--- src/rtl/adder_result_accumulator.sv ---
// Accumulates a programmed number of adder_16bit results into a wrapping
// running total with a sticky overflow flag, using a valid/ready input handshake.
module adder_result_accumulator #(
    parameter int WIDTH = 16,
    parameter int CNT_W = 8
) (
    input  logic             clk,
    input  logic             rst,
    input  logic             start,
    input  logic [CNT_W-1:0] len,
    input  logic             in_valid,
    output logic             in_ready,
    input  logic [WIDTH-1:0] sum_in,
    input  logic             cout_in,
    output logic [WIDTH-1:0] acc,
    output logic             ovf,
    output logic [CNT_W-1:0] count,
    output logic             busy,
    output logic             done
);

    localparam logic [1:0] S_IDLE = 2'd0;
    localparam logic [1:0] S_RUN  = 2'd1;
    localparam logic [1:0] S_DONE = 2'd2;

    localparam logic [CNT_W-1:0] CNT_ONE = {{(CNT_W-1){1'b0}}, 1'b1};

    logic [1:0]       state_q, state_d;
    logic [WIDTH-1:0] acc_q, acc_d;
    logic             ovf_q, ovf_d;
    logic [CNT_W-1:0] count_q, count_d;
    logic [CNT_W-1:0] len_q, len_d;
    logic [WIDTH:0]   sum_ext_s;

    // Next-state and datapath update; the adder is only evaluated on a handshake
    // so undefined sum_in values outside a handshake never reach the registers.
    always_comb begin
        state_d   = state_q;
        acc_d     = acc_q;
        ovf_d     = ovf_q;
        count_d   = count_q;
        len_d     = len_q;
        sum_ext_s = {(WIDTH+1){1'b0}};
        case (state_q)
            S_IDLE, S_DONE: begin
                if (start) begin
                    acc_d   = {WIDTH{1'b0}};
                    ovf_d   = 1'b0;
                    count_d = {CNT_W{1'b0}};
                    len_d   = len;
                    state_d = (len == {CNT_W{1'b0}}) ? S_DONE : S_RUN;
                end else begin
                    state_d = state_q;
                end
            end
            S_RUN: begin
                if (in_valid) begin
                    sum_ext_s = {1'b0, acc_q} + {1'b0, sum_in};
                    acc_d     = sum_ext_s[WIDTH-1:0];
                    ovf_d     = ovf_q | cout_in | sum_ext_s[WIDTH];
                    count_d   = count_q + CNT_ONE;
                    if (count_q == (len_q - CNT_ONE)) begin
                        state_d = S_DONE;
                    end else begin
                        state_d = S_RUN;
                    end
                end else begin
                    state_d = S_RUN;
                end
            end
            default: begin
                state_d = S_IDLE;
            end
        endcase
    end

    // State and datapath registers with synchronous reset.
    always_ff @(posedge clk) begin
        if (rst) begin
            state_q <= S_IDLE;
            acc_q   <= {WIDTH{1'b0}};
            ovf_q   <= 1'b0;
            count_q <= {CNT_W{1'b0}};
            len_q   <= {CNT_W{1'b0}};
        end else begin
            state_q <= state_d;
            acc_q   <= acc_d;
            ovf_q   <= ovf_d;
            count_q <= count_d;
            len_q   <= len_d;
        end
    end

    assign in_ready = (state_q == S_RUN);
    assign busy     = (state_q == S_RUN);
    assign done     = (state_q == S_DONE);
    assign acc      = acc_q;
    assign ovf      = ovf_q;
    assign count    = count_q;

endmodule

--- config.mk ---
export PLATFORM = sky130hd
export DESIGN_NAME = adder_result_accumulator
export DESIGN_NICKNAME = d
export VERILOG_FILES = /design/src/rtl/adder_result_accumulator.sv
export SDC_FILE = /design/constraint.sdc
export NUM_CORES = 1
export LEC_CHECK = 0
export BUFFER_PORTS_ARGS = -buffer_cell sky130_fd_sc_hd__buf_2
export CAP_MARGIN = 25
export CORE_ASPECT_RATIO = 2
export CORE_MARGIN = 1.5
export CORE_UTILIZATION = 35
export DETAILED_ROUTE_END_ITERATION = 10
export HOLD_SLACK_MARGIN = 0.02
export SLEW_MARGIN = 20
export SYNTH_ARGS = -nofsm -noshare
export SYNTH_HDL_FRONTEND = slang
export SYNTH_SLANG_ARGS = --single-unit
export TNS_END_PERCENT = 5
--- constraint.sdc ---
create_clock -name clk -period 1.85 [get_ports clk]
set_input_delay 0.2775 -clock clk [delete_from_list [all_inputs] [get_ports clk]]
set_output_delay 0.2775 -clock clk [all_outputs]
set_load 0.02 [all_outputs]
### Yosys cells after proc, flatten, opt, wreduce, memory -nomap -nowiden

Index checks and enable logic that the tools add are counted.

* mux-type cells: 14
* divide/modulo/power cells: 0
* bitwise gates (word level): 2
* $lt $le $gt $ge: 0
* reduce and logical (&&, ||, !) cells: 6
* shift operators: 0
* add/sub/neg operators: 3
* multipliers: 0
* equal/unequal tests: 5

Operators by type and width (number)
* 16-bit two-way mux: 2
* 16-bit one-hot mux with 2 select lines: 1
* 16-bit by 16-bit adder with 17-bit output: 1
* 8-bit two-way mux: 2
* 8-bit one-hot mux with 2 select lines: 1
* 8-bit by 1-bit adder with 8-bit output, second input constant: 1
* 8-bit == test: 1
* 8-bit zero test: 1
* 2-bit two-way mux: 4
* 8-bit by 1-bit subtractor with 8-bit output, second input constant: 1
* 2-bit != test, second input constant: 2
* 2-bit one-hot mux with 2 select lines: 1
* 3-bit AND reduction: 1
* 2-bit by 1-bit == test with 1-bit output, second input constant: 1
* 2-bit == test, second input constant: 1
* 2-bit zero test: 1
* 1-bit two-way mux: 2
* 1-bit OR: 2
* 1-bit one-hot mux with 2 select lines: 1
* 2-bit AND reduction: 1
* 2-bit nonzero test: 1
* 2-bit OR reduction: 1

* flip-flop bits (word level): 35
* bits in read-only memories: 0
* logic and storage cells: 35
* latch bits: 0
* output and inout bits: 28
* bits in writable memories: 0
* memories: 0
* bits of input ports: 29

### Longest topological paths before layout

* depth after elaboration: 5
* gate-level depth with buffers: 10
* depth with buffers taken out: 10

### Worst setup path after synthesis

No wires, ideal clock.

* path kind: reg-to-reg
* start point: register acc_q[0], in the netlist acc[0]
* end point: register acc_q[12], in the netlist acc[12]
* setup time: 0.117 ns
* cell stages (with the launch flop): 10
* period minus slack after synthesis: 2.211 ns
* data arrival time: 2.094 ns
* path buffers: 0
* data required time: 1.733 ns
* setup slack: -0.361 ns
* path through: dfxtp_1 > ha_1 > inv_1 > fa_1 > nand2b_1 > a21oi_1 > o2111ai_1 > a32oi_1 > xor2_1 > a22o_1

* cells in the longest elaborated chain, start to end: 3

Ends and longest elaborated chain
* start: declaration: line 29 `logic [WIDTH-1:0] acc_q, acc_d;`
* start signal: assignment: line 81 `acc_q <= {WIDTH{1'b0}};`
* 16-bit by 16-bit adder with 17-bit output: line 58 `sum_ext_s = {1'b0, acc_q} + {1'b0, sum_in};`
* 16-bit two-way mux: line 57 `if (in_valid) begin`
* 16-bit one-hot mux with 2 select lines: line 44 `case (state_q)`

Every way passes these cells. The select of a mux whose other input is x is not followed.
A chain may end at the register's enable or synchronous reset.

### Final worst setup path

* start point: register acc_q[0], in the netlist acc[0]
* end point: register acc_q[14], in the netlist acc[14]

The elaborated chain is that of the path after synthesis.

==> flow_metrics.tcl <==
set metrics [dict create \
    crit_path_start "acc[0]" \
    finalHoldViolCount 0 \
    vias 2267 \
    status "complete, but fails checks" \
    tightest_slew_ns 0.4177 \
    grt_pass1_wl_um 10140 \
    area_growth_pct 46.33 \
    critPathKind "flip-flop to flip-flop" \
    clk_latency_ns 0.27 \
    r2r_cells 10 \
    finalCritPeriodShare_pct 109.0 \
    die_y_um 114.7 \
    critPathArrivalTime_ns 2.18 \
    postRouteAntennaNets 0 \
    power_frac_seq_pct 35.3 \
    hold_depth 3 \
    critPathLaunchType "flip-flop" \
    relSlewSlack_pct 72.05 \
    antenna_found_initial 0 \
    ir_worst_vdd_uv 449.2 \
    cts-buffers-inserted 5 \
    clock_sinks 35 \
    syn_nets 316 \
    routedWlPerCell_um 14.06 \
    critPathMaxFanout 3 \
    start_util_pct 36.33 \
    synthTopCellsByCount "nand2_1, dfxtp_1, a21oi_1, nor2_1, ha_1" \
    synth.most_common_cell "nand2_1" \
    place_congestion 0.9030 \
    fin_setup_tns_ns -0.4807 \
    hold_start "len[1]" \
    final_nets 423 \
    ys_seq_area_share_pct 32.11 \
    portBuffers 56 \
    dpl.hpwl_um 4929 \
    drt_wl_total_um 6174 \
    die_w_um 58.83 \
    core_area_sq_um 6006 \
    ios 57 \
    worstPathRequired_ns 2.02 \
    synthSimpleGateAreaFrac_pct 21.62 \
    synthTopCellsByArea "dfxtp_1, ha_1, a21oi_1" \
    grt_setup_unrepaired "yes" \
    synth_adder_area_share_pct 11.24 \
    p_total_w 0.002294 \
    synth-edff-count 0 \
    grt_pass1_vias 2250 \
    combinationalPowerShare_pct 21.9 \
    max_clock_freq_mhz 496.0 \
    cp-end-kind "flip-flop" \
    synth_xor_area_share_pct 12.44 \
    yosys.area.top_type_share_pct 32.11 \
    drcViolationCount 0 \
    htree_num_levels 2 \
    reg2reg_from "acc[0]" \
    diodes 0 \
    cts_buffer_depth 2 \
    synth_top_family_by_area "simple AND/OR/NAND/NOR gates" \
    final.setup_skew_ns 0.004750 \
    grt_max_degree 15 \
    via_per_inst 5.164 \
    fin_ws_ns -0.1661 \
    syn_area_sq_um 2182 \
    setup_violations 6 \
    cts_tree "done" \
    power_switching_w 0.0006052 \
    finalMaxSlewViolations 0 \
    ys_async_sr_fraction_pct 0 \
    r2r_end "acc[14]" \
    r2r_slack_ns -0.17 \
    clkPwrFrac_pct 42.8 \
    root_buffer "clkbuf_16" \
    p_leak_nw 1.483 \
    drive_gt1_share_pct 36.97 \
    min_path_type "input pin to flip-flop" \
    dr.pass1.iters 4 \
    synth.yosys.warnings 0 \
    drt-initial-drc-count 66 \
    synthFlopType "dfxtp_1" \
    crit_path_end "acc[14]" \
    swShare_pct 26.38 \
    clk_pin_slew_ns 0.06 \
    syn_area_per_cell_sq_um 8.142 \
    grt_use_total_pct 19.47 \
    dieArea_sq_um 6746 \
    yosys_register_bits 35 \
    synth_compound_area_share_pct 19.09 \
    synthMuxAreaShare_pct 0 \
    min_period_ns 2.016 \
    powerDensity_nw_per_um2 718.4 \
    violations "negative setup slack" \
    cap_violations 0 \
    synth_top_area_cell "dfxtp_1" \
    synth_cell_type_count 39 \
    syn-instance-count 268 \
    num_rows 40 \
    overflow 0 \
    power.internal_w 0.001689 \
]
-- power by group through the flow --
| stage | clock network (W) | registers, W | logic (W) |
|---|---|---|---|
| 2_1_floorplan | 0 | 0.000845 | 0.000269 |
| 3_3_place_gp | 0 | 0.000825 | 0.000480 |
| 3_5_place_dp | 0 | 0.000825 | 0.000483 |
| 4_1_cts | 0.00101 | 0.000809 | 0.000501 |
| 5_1_grt | 0.00105 | 0.000813 | 0.000557 |
| 6_report | 0.000981 | 0.000810 | 0.000503 |
-- area by class of cell --
class                           instances  area [sq um]
Clock inverter                          2         35.03
Fill cell                             596          2813
Inverter                                7         26.28
Sequential cell                        35         713.2
Clock buffer                            6         138.9
Multi-Input combinational cell        220          1545
Timing Repair Buffer                  106         655.6
Tap cell                               63         78.83
-- stage by stage --
stage / setup WS (ns) / util (%) / instances / hold slack (ns) / cell area (sq um)
5_1_grt: -0.2474 / 53.17 / 439 / 0.2465 / 3193
2_1_floorplan: -0.1187 / - / 268 / 0.3685 / 2248
4_1_cts: -0.2002 / 52.81 / 439 / 0.2458 / 3172
3_5_place_dp: -0.3032 / 48.71 / 430 / 0.4608 / 2925
6_report: -0.1661 / 53.17 / 439 / 0.2444 / 3193
3_3_place_gp: -0.2530 / 48.71 / 430 / 0.4552 / 2925
-- cell usage in the layout (no fill, tap or decap), types with 5 or more instances in the layout --
cell type / instances
buf_2: 56
buf_4: 50
nand2_1: 40
a21oi_1: 31
dfxtp_1: 29
nor2_1: 23
xor2_1: 16
xnor2_1: 15
ha_1: 13
nand3_1: 12
a22o_1: 10
nor2b_1: 7
inv_1: 6
nand2b_1: 5
ha_4: 5
clkbuf_16: 5
-- critical path, cell delays in order, from the launching register on --
cell       delay, ns
dfxtp_4         0.35
ha_4            0.13
inv_2           0.04
fa_2            0.33
nand2b_4        0.16
a21oi_4         0.18
o2111ai_4       0.14
a31oi_1         0.17
a21oi_1         0.10
xnor2_1         0.12
a22o_1          0.19
-- routing by layer --
metal / share of wire, % / global-route usage [%] / wire length, um / vias up
met5: 0 / 0 / 0 / -
met2: 57 / 36.67 / 3520 / 46
met1: 38 / 20.58 / 2370 / 1049
met4: 2.2 / 7.879 / 136 / 0
met3: 2.4 / 2.712 / 147 / 9
li1: - / - / - / 1163
-- worst min-delay path by stage --
stage,to
floorplan,state_q[0]
global placement,len_q[7]
detailed placement,len_q[7]
CTS,len_q[1]
global route,len_q[1]
finish,len_q[1]
-- repair_timing --
item | CTS | global route
setup buffers | 1 | 0
endpoints found under the setup margin | 11 | 13
pin swaps | 11 | 2
resized for setup | 10 | 5
gates cloned | 0 | 0
hold buffers | 0 | 0
-- kinds of logic (layout without fill, tap and decap cells) --
group / after synthesis / count (layout)
AOI/OAI and AO/OA: 67 / 67
xor gates and xnor gates: 31 / 31
adders and majority gates: 19 / 19
buffers and inverters: 13 / 121
DFF: 35 / 35
and+or+nand+nor: 103 / 103
-- sequential cells by signal, summed over array words and instances (netlist names) --
name / count
len_q: 8
count: 8
state_q: 2
acc: 16
ovf: 1
Note: power is estimated with default switching activity, not from simulation.
